[config.mk]
export PLATFORM = sky130hd
export DESIGN_NAME = mem_stage
export DESIGN_NICKNAME = d
export VERILOG_FILES = /design/src/rtl/mem_stage.sv
export SDC_FILE = /design/constraint.sdc
export NUM_CORES = 1
export LEC_CHECK = 0
export CORE_MARGIN = 4
export CORE_UTILIZATION = 40
export CTS_CLUSTER_SIZE = 20
export DETAILED_ROUTE_END_ITERATION = 12
export PLACE_DENSITY_LB_ADDON = 0.2
export SLEW_MARGIN = 20
export SYNTH_ARGS = -nofsm -noshare
export SYNTH_HDL_FRONTEND = slang
export SYNTH_SLANG_ARGS = --single-unit
[constraint.sdc]
create_clock -name clock -period 1.8 [get_ports clock]
set_clock_uncertainty 0.05 [all_clocks]
set_input_delay 0.27 -clock clock [delete_from_list [all_inputs] [get_ports clock]]
set_output_delay 0.27 -clock clock [all_outputs]
set_load 0.05 [all_outputs]
[src/rtl/mem_stage.sv]
// MEM pipeline stage: turns EX/MEM load/store requests into single-beat bus cycles and formats load data.
// Optional build macro MEM_MISALIGN_TRAP_EN traps misaligned half/word accesses instead of issuing them.
module mem_stage #(
  parameter int TIMEOUT = 16
) (
  input  logic        clock,
  input  logic        reset,
  input  logic        memRead,
  input  logic        memWrite,
  input  logic [1:0]  memSize,
  input  logic        memUnsigned,
  input  logic [31:0] addr,
  input  logic [31:0] storeData,
  output logic [31:0] memOut,
  output logic        stall,
  output logic        busReq,
  output logic        busWe,
  output logic [31:0] busAddr,
  output logic [31:0] busWData,
  output logic [3:0]  busBe,
  input  logic [31:0] busRData,
  input  logic        busAck,
  output logic        busError,
  output logic        misaligned
);

  localparam logic [7:0] TIMEOUT_C = 8'(TIMEOUT);

  typedef enum logic [1:0] {
    S_IDLE = 2'b00,
    S_REQ  = 2'b01,
    S_DONE = 2'b10,
    S_ERR  = 2'b11
  } state_t;

  state_t      state_q, state_d;
  logic [7:0]  cnt_q, cnt_d;
  logic [31:0] memOut_q, memOut_d;
  logic        busReq_q, busReq_d;
  logic        busWe_q, busWe_d;
  logic [31:0] busAddr_q, busAddr_d;
  logic [31:0] busWData_q, busWData_d;
  logic [3:0]  busBe_q, busBe_d;
  logic        busError_q, busError_d;
  logic        misaligned_q, misaligned_d;
  logic [1:0]  size_q, size_d;
  logic [1:0]  off_q, off_d;
  logic        uns_q, uns_d;

  logic        access_s;
  logic        trap_s;
  logic [1:0]  eoff_s;
  logic [7:0]  cnt_next_s;

  // Byte lane actually used; half ignores addr[0] and word ignores addr[1:0].
  function automatic logic [1:0] eff_offset(input logic [1:0] size, input logic [1:0] a);
    case (size)
      2'b00:   eff_offset = a;
      2'b01:   eff_offset = {a[1], 1'b0};
      default: eff_offset = 2'b00;
    endcase
  endfunction

  function automatic logic [3:0] byte_enables(input logic [1:0] size, input logic [1:0] off);
    case (size)
      2'b00:   byte_enables = 4'b0001 << off;
      2'b01:   byte_enables = 4'b0011 << off;
      default: byte_enables = 4'b1111;
    endcase
  endfunction

  function automatic logic [31:0] store_lanes(input logic [1:0] size, input logic [31:0] data);
    case (size)
      2'b00:   store_lanes = {4{data[7:0]}};
      2'b01:   store_lanes = {2{data[15:0]}};
      default: store_lanes = data;
    endcase
  endfunction

  function automatic logic [31:0] load_format(input logic [1:0] size, input logic [1:0] off,
                                              input logic uns, input logic [31:0] rdata);
    logic [31:0] sh;
    sh = rdata >> {off, 3'b000};
    case (size)
      2'b00: begin
        if (uns) begin
          load_format = {24'h000000, sh[7:0]};
        end else begin
          load_format = {{24{sh[7]}}, sh[7:0]};
        end
      end
      2'b01: begin
        if (uns) begin
          load_format = {16'h0000, sh[15:0]};
        end else begin
          load_format = {{16{sh[15]}}, sh[15:0]};
        end
      end
      default: load_format = sh;
    endcase
  endfunction

`ifdef MEM_MISALIGN_TRAP_EN
  function automatic logic is_misaligned(input logic [1:0] size, input logic [1:0] a);
    case (size)
      2'b00:   is_misaligned = 1'b0;
      2'b01:   is_misaligned = a[0];
      default: is_misaligned = (a != 2'b00);
    endcase
  endfunction

  assign trap_s = access_s & is_misaligned(memSize, addr[1:0]);
`else
  assign trap_s = 1'b0;
`endif

  assign access_s   = memRead | memWrite;
  assign eoff_s     = eff_offset(memSize, addr[1:0]);
  assign cnt_next_s = (cnt_q == TIMEOUT_C) ? cnt_q : (cnt_q + 8'd1);

  // Upstream must freeze from the request cycle until the result cycle.
  assign stall = ~reset & (((state_q == S_IDLE) & access_s) | (state_q == S_REQ));

  assign memOut     = memOut_q;
  assign busReq     = busReq_q;
  assign busWe      = busWe_q;
  assign busAddr    = busAddr_q;
  assign busWData   = busWData_q;
  assign busBe      = busBe_q;
  assign busError   = busError_q;
  assign misaligned = misaligned_q;

  // Next-state and next-output computation for the access FSM.
  always_comb begin
    state_d      = state_q;
    cnt_d        = cnt_q;
    memOut_d     = memOut_q;
    busReq_d     = busReq_q;
    busWe_d      = busWe_q;
    busAddr_d    = busAddr_q;
    busWData_d   = busWData_q;
    busBe_d      = busBe_q;
    busError_d   = 1'b0;
    misaligned_d = 1'b0;
    size_d       = size_q;
    off_d        = off_q;
    uns_d        = uns_q;
    case (state_q)
      S_IDLE: begin
        if (access_s) begin
          if (trap_s) begin
            state_d      = S_DONE;
            memOut_d     = 32'h00000000;
            misaligned_d = 1'b1;
            busReq_d     = 1'b0;
          end else begin
            state_d    = S_REQ;
            busReq_d   = 1'b1;
            busWe_d    = memWrite;
            busAddr_d  = {addr[31:2], 2'b00};
            busBe_d    = byte_enables(memSize, eoff_s);
            busWData_d = store_lanes(memSize, storeData);
            size_d     = memSize;
            off_d      = eoff_s;
            uns_d      = memUnsigned;
            cnt_d      = 8'd0;
          end
        end else begin
          state_d = S_IDLE;
        end
      end
      S_REQ: begin
        if (busAck) begin
          state_d  = S_DONE;
          busReq_d = 1'b0;
          memOut_d = busWe_q ? 32'h00000000 : load_format(size_q, off_q, uns_q, busRData);
        end else if (cnt_next_s == TIMEOUT_C) begin
          state_d    = S_ERR;
          busReq_d   = 1'b0;
          busError_d = 1'b1;
          memOut_d   = 32'h00000000;
          cnt_d      = cnt_next_s;
        end else begin
          state_d = S_REQ;
          cnt_d   = cnt_next_s;
        end
      end
      S_DONE:  state_d = S_IDLE;
      S_ERR:   state_d = S_IDLE;
      default: state_d = S_IDLE;
    endcase
  end

  // State and output registers; reset aborts any access in flight.
  always_ff @(posedge clock) begin
    if (reset) begin
      state_q      <= S_IDLE;
      cnt_q        <= 8'd0;
      memOut_q     <= 32'h00000000;
      busReq_q     <= 1'b0;
      busWe_q      <= 1'b0;
      busAddr_q    <= 32'h00000000;
      busWData_q   <= 32'h00000000;
      busBe_q      <= 4'b0000;
      busError_q   <= 1'b0;
      misaligned_q <= 1'b0;
      size_q       <= 2'b00;
      off_q        <= 2'b00;
      uns_q        <= 1'b0;
    end else begin
      state_q      <= state_d;
      cnt_q        <= cnt_d;
      memOut_q     <= memOut_d;
      busReq_q     <= busReq_d;
      busWe_q      <= busWe_d;
      busAddr_q    <= busAddr_d;
      busWData_q   <= busWData_d;
      busBe_q      <= busBe_d;
      busError_q   <= busError_d;
      misaligned_q <= misaligned_d;
      size_q       <= size_d;
      off_q        <= off_d;
      uns_q        <= uns_d;
    end
  end

endmodule

==> results of run 1 <==
[metrics by stage]
step                hold slack [ns]  area, sq um  setup TNS [ns]
floorplan                    0.3560         5473          -2.819
global placement             0.3926         7775          -5.202
detailed placement           0.3988         7775          -7.551
CTS                          0.2901         8376          -3.441
global route                 0.3290         8422          -6.604
finish                       0.3039         8422          -3.988
[critical path: cells and delay by family, from the launching register on]
kind                   cells  cell delay [ns]
AO/OA/AOI/OAI              2             0.32
buffers and inverters      1             0.17
flip-flops                 1             0.31
AND/OR/NAND/NOR            3             0.97
[logic make-up after synthesis]
| kind of cell | count (synthesis) |
|---|---|
| other cells | 1 |
| compound gates | 207 |
| flops | 116 |
| mux | 36 |
| simple gates | 260 |
| fa+ha+maj | 2 |
| buf+inv | 64 |
| xor+xnor | 1 |
[placed cells by master, fill, tap and decap left out, types with 2 or more instances in the layout]
| cell | instances |
|---|---|
| buf_4 | 150 |
| nand2_1 | 134 |
| dfxtp_1 | 110 |
| clkdlybuf4s50_1 | 102 |
| a21oi_1 | 84 |
| o21ai_0 | 56 |
| nand3_1 | 47 |
| nor2_1 | 44 |
| mux2i_1 | 33 |
| a211oi_1 | 24 |
| clkbuf_16 | 17 |
| buf_12 | 11 |
| a311oi_1 | 9 |
| nor2b_1 | 9 |
| a21oi_2 | 8 |
| o211ai_1 | 8 |
| clkinv_2 | 5 |
| clkinvlp_4 | 5 |
| dfxtp_2 | 5 |
| nand2b_1 | 4 |
| o21ai_1 | 4 |
| inv_1 | 3 |
| nor3_1 | 3 |
| nand3b_1 | 3 |
| conb_1 | 3 |
| bufinv_16 | 3 |
| nor3b_1 | 2 |
| and3_1 | 2 |
| mux4_2 | 2 |
| a22oi_1 | 2 |
| a31oi_1 | 2 |
[power by group]
part	total, mW	internal (mW)	switching [mW]
Combinational	2.21	0.820	1.39
Sequential	2.89	2.77	0.123
Clock	3.41	2.20	1.21
[flip-flops by register name (all words and copies together), names as in the netlist]
name,flops
uns_q,1
off_q,2
busWData,32
busWe,1
busBe,4
busReq,1
cnt_q,8
size_q,2
busAddr,30
state_q,2
memOut,32
busError,1
[metal layers]
layer  vias up  part of all wire [%]
met5         -                 0.044
met4         2                   1.7
met3        35                   9.5
met2       211                    48
met1      2707                    41
li1       2873                     -
[worst max path at each step]
stage                       to  slack (ns)  cells after the start
finish               memOut[1]       -0.14                      6
detailed placement   memOut[1]       -0.27                      7
floorplan           memOut[15]       -0.11                      6
global route        memOut[31]       -0.22                      6
global placement     memOut[8]       -0.20                      6
CTS                 memOut[24]       -0.12                      6
[final cells by class]
type	instances	area share, %
multi-input combinational	509	33.93
timing repair buffer	266	28.41
sequential	116	27.69
clock buffer	18	5.215
tap	176	2.615
clock inverter	14	1.917
inverter	5	0.2228
[repair_timing]
action / in CTS / in global routing
endpoints found under the hold margin: 0 / 0
setup endpoints to repair: 35 / 35
gates resized for setup: 4 / 16
pin swaps: 1 / 2
==> qor.yml, run 1 <==
status: "complete, but fails checks"
violations: "negative setup slack"
die_h_um: 124.6
drv_cap: 0
finalWeightedCongestion: 0.8921
async_flop_share_pct: 0
power_density_mw_per_mm2: 1011
reg2reg_to: "memOut[1]"
cts_buffers: 17
n_fill_cell: 1117
fin_cells: 1104
first_iter_violations: 440
fmax_mhz: 515.4
setup_viol_count_final: 34
place_hpwl_mm: 13.36
synth_area_leader_cell: "dfxtp_1"
nets: 1021
rows: 42
startpoint: "cnt_q[6]"
grt_use_met2_pct: 36.86
p_leak_nw: 3.413
synth_top_area_share_pct: 42.69
synth_area_leaders: "dfxtp_1, nand2_1, a21oi_1"
dp_slack_ns: -0.2696
holdPathEnd: "memOut[7]"
vias: 5828
fin_crit_sh_pct: 107.8
synthAdderAreaFrac_pct: 0.4600
io_buffers: 205
hold_violations: 0
antenna_found_initial: 1
drive_above_1_share_pct: 24.35
worstPathRequired_ns: 2.05
postCtsSetupBuffers: 0
die-area_sq_mm: 0.01553
finish.utilization_pct: 63.34
critical_path.max_fanout: 8
track_usage_pct: 22.56
routed_via_density: 5.279
wl_per_cell_um: 16.38
reg2reg_setup_slack_ns: -0.14
end_kind: "register"
fin_ws_ns: -0.1402
path_cells: "or3b_1 -> or4_1 -> and3_4 -> o31ai_4 -> buf_12 -> a21oi_2"
grt_max_degree: 47
synth-simple-area-share_pct: 21.32
grt_util_met3_pct: 9.906
min_from: "reset"
grt.met1_usage_pct: 26.18
n_antenna_cell: 0
synth_most_common_cell: "nand2_1"
synthXorXnorAreaFrac_pct: 0.1610
clock_latency_ns: 0.41
period_minus_slack_ns: 1.940
synthToLayoutAreaGrowth_pct: 54.81
ys_warn_count: 0
seq_area_frac_synth_pct: 42.69
multi_input_area_sq_mm: 0.002858
h-tree-depth: 4
p_total_mw: 8.513
ant_nets: 0
busiest_layer: "met2"
cts_buffer_depth: 2
crit_type: "register to register"
synthesis.area_sq_mm: 0.005440
drc: 0
initial_core_util_pct: 40.92
grt_pass1_wl_mm: 28.84
synth_edf_count: 0
cts_sinks: 116
cts-root-buf: "clkbuf_16"
syn_inst: 687
netlist_top_cells_count: "nand2_1, dfxtp_1, a21oi_1, o21ai_0, nand3_1"
cp-start-kind: "register"
io-pin-count: 209
ys_types: 53
hp-class: "primary input to register"
synth-main-ff-cell: "dfxtp_1"
tightest_slew_ns: 0.6049
routed_wl_mm: 18.08
slowest_delay_ns: 0.40
cts.reportedPaths.clkPinSlew_ns: 0.06
hold_buffers: 0
ys_seq_elements: 116
peakVddDrop_uv: 593.7
die_w_um: 124.6
max_slew_margin_pct: 59.52
register_area_sq_mm: 0.002332
reg2reg_depth: 6
rr_startpoint: "cnt_q[6]"
overflow: 0
synth_compound_area_share_pct: 21.99
coreArea_sq_mm: 0.01330
dr.pass1.iters: 5
rsz0062_at_grt: "yes"
avgSynthCellArea_sq_um: 7.919
min_delay_path_depth: 5
synthMuxAreaShare_pct: 7.084
cts_tree: "yes"
grt_pass1_vias: 5705
critPathSlowestCell: "or4_1"
synth_top_family_by_area: "compound AO/OA/AOI/OAI gates"
worstPathArrival_ns: 2.19
slew_viol_final: 0
numPlacedInstances: 1072
Power figures use the tool's default switching activity.
==> run 2, diff against run 1 <==
--- a/config.mk
+++ b/config.mk
@@ -9,6 +9,7 @@
 export CORE_UTILIZATION = 40
 export CTS_CLUSTER_SIZE = 20
 export DETAILED_ROUTE_END_ITERATION = 12
+export GPL_TIMING_DRIVEN = 0
 export PLACE_DENSITY_LB_ADDON = 0.2
 export SLEW_MARGIN = 20
 export SYNTH_ARGS = -nofsm -noshare
==> run 2 against run 1 <==
  * The flow still finishes with violations (negative setup slack)
  * Via count is 1.4% higher
  * Count of clock-buffer cells in the layout rose by 4
  * First-iteration DRC count rose by 18%
  * Largest power group unchanged
==> qor.yml, run 2 (synthesized netlist as in run 1, its figures left out) <==
holdPathEnd: "size_q[0]"
rsz0062_at_grt: "yes"
drc: 0
reg2reg_setup_slack_ns: -0.23
register_area_sq_mm: 0.002336
io-pin-count: 209
nets: 1030
slowest_delay_ns: 0.40
initial_core_util_pct: 40.92
worstPathRequired_ns: 2.05
worstPathArrival_ns: 2.28
cts-root-buf: "clkbuf_16"
violations: "negative setup slack"
die_w_um: 124.6
critical_path.max_fanout: 8
die-area_sq_mm: 0.01553
routed_via_density: 5.312
mostFrequentLayoutCell: "nand2_1"
reg2reg_depth: 8
min_from: "memSize[0]"
power_density_mw_per_mm2: 973.2
ant_nets: 0
first_iter_violations: 519
p_total_mw: 8.316
critPathSlowestCell: "dfxtp_4"
reg2reg_to: "memOut[3]"
dr.pass1.iters: 6
max_slew_margin_pct: 58.32
cts_buffer_depth: 2
slew_viol_final: 0
h-tree-depth: 4
grt_max_degree: 17
setup-tns-final_ns: -6.391
mostFrequentLayoutCells: "nand2_1, dfxtp_1, clkdlybuf4s50_1, dlygate4sd2_1, a21oi_1"
drv_cap: 0
cts_buffers: 17
fmax_mhz: 493.8
hold_violations: 0
antenna_found_initial: 0
tightest_slew_ns: 0.6252
drive_above_1_share_pct: 13.87
rr_startpoint: "cnt_q[0]"
cts.reportedPaths.clkPinSlew_ns: 0.05
cts_sinks: 116
synthToLayoutAreaGrowth_pct: 57.06
end_kind: "register"
hold_buffers: 0
multi_input_area_sq_mm: 0.003018
fin_crit_sh_pct: 112.5
io_buffers: 203
cp-start-kind: "register"
n_fill_cell: 1218
period_minus_slack_ns: 2.025
place_hpwl_mm: 13.88
finalWeightedCongestion: 0.9335
peakVddDrop_uv: 777.6
fin_ws_ns: -0.2250
overflow: 0
rows: 42
grt_pass1_wl_mm: 30.30
routed_wl_mm: 19.47
grt_pass1_vias: 5822
crit_type: "register to register"
n_antenna_cell: 0
clock_latency_ns: 0.42
coreArea_sq_mm: 0.01330
p_leak_nw: 3.600
die_h_um: 124.6
setup_viol_count_final: 35
path_cells: "clkinvlp_4 -> ha_4 -> and3_2 -> mux2i_4 -> buf_4 -> o31ai_4 -> buf_12 -> a21oi_2"
track_usage_pct: 24.03
cts_tree: "yes"
wl_per_cell_um: 17.50
status: "complete, but fails checks"
hp-class: "primary input to register"
min_delay_path_depth: 3
dp_slack_ns: -0.7376
vias: 5912
-- run 2: cell types whose count changed in the layout (fill, tap and decap cells not counted), sizes merged --
cell           before  now
buf               163   31
dlygate4sd2         1  101
clkbuf             18   59
dlymetal6s2s        0    3
clkinvlp            5    3
bufinv              3    2
clkdlybuf4s50     102  101
dlygate4sd3         0    1
inv                 4    3
o21a                1    2
-- run 2: worst max-delay path by stage --
| stage | start | endpoint | slack, ns | depth (start not counted) |
|---|---|---|---|---|
| final | cnt_q[0] | memOut[3] | -0.23 | 8 |
| after global routing | cnt_q[6] | busReq | -0.30 | 7 |
| after CTS | cnt_q[6] | memOut[12] | -0.27 | 7 |
| after detailed placement | busAck | memOut[6] | -0.74 | 6 |
| after global placement | busAck | memOut[6] | -0.73 | 6 |
| after floorplan | cnt_q[5] | memOut[15] | -0.11 | 6 |
-- run 2: cell type report --
| class | instances | area share [%] |
|---|---|---|
| plain buffers | 57 | 3.837 |
| multi-input cells | 510 | 35.32 |
| clock inverters | 10 | 1.230 |
| repair buffers | 217 | 23.88 |
| clock buffers | 22 | 5.550 |
| well taps | 176 | 2.577 |
| inverters | 5 | 0.2636 |
| flip-flops and latches | 116 | 27.34 |
-- run 2: where the power goes --
group,switching (mW),total [mW],internal (mW)
clock network,1.17,3.30,2.13
registers,0.110,2.88,2.77
logic,1.44,2.14,0.701
-- run 2: through the flow --
step           area (sq um)  hold WS, ns  util, %  std cells
2_1_floorplan          5473       0.3560        -        689
3_3_place_gp           7725       0.3909    58.10       1068
3_5_place_dp           7725       0.3965    58.10       1068
4_1_cts                8407       0.1953    63.23       1109
5_1_grt                8544       0.2451    64.27       1113
6_report               8544       0.2196    64.27       1113
-- run 2: per-layer routing --
metal	global-route usage (%)	share of wire (%)
met1	28.56	41
met2	38.68	47
met3	11.28	10
met4	7.286	2.0
met5	0	0
-- run 2: critical path, delay by kind of cell, from the launching register on --
kind / cells / cell delay (ns)
AO/OA/AOI/OAI: 2 / 0.33
AND/OR/NAND/NOR: 1 / 0.25
adder cells (fa/ha/maj): 1 / 0.17
buffers and inverters: 3 / 0.47
multiplexers: 1 / 0.23
flip-flops: 1 / 0.40
-- run 2: repair_timing --
item | CTS | global route
buffers inserted | 9 | 3
cloned | 2 | 1
pin swaps | 19 | 9
resized for setup | 171 | 40
endpoints found under the setup margin | 214 | 92
hold endpoints to repair | 0 | 0
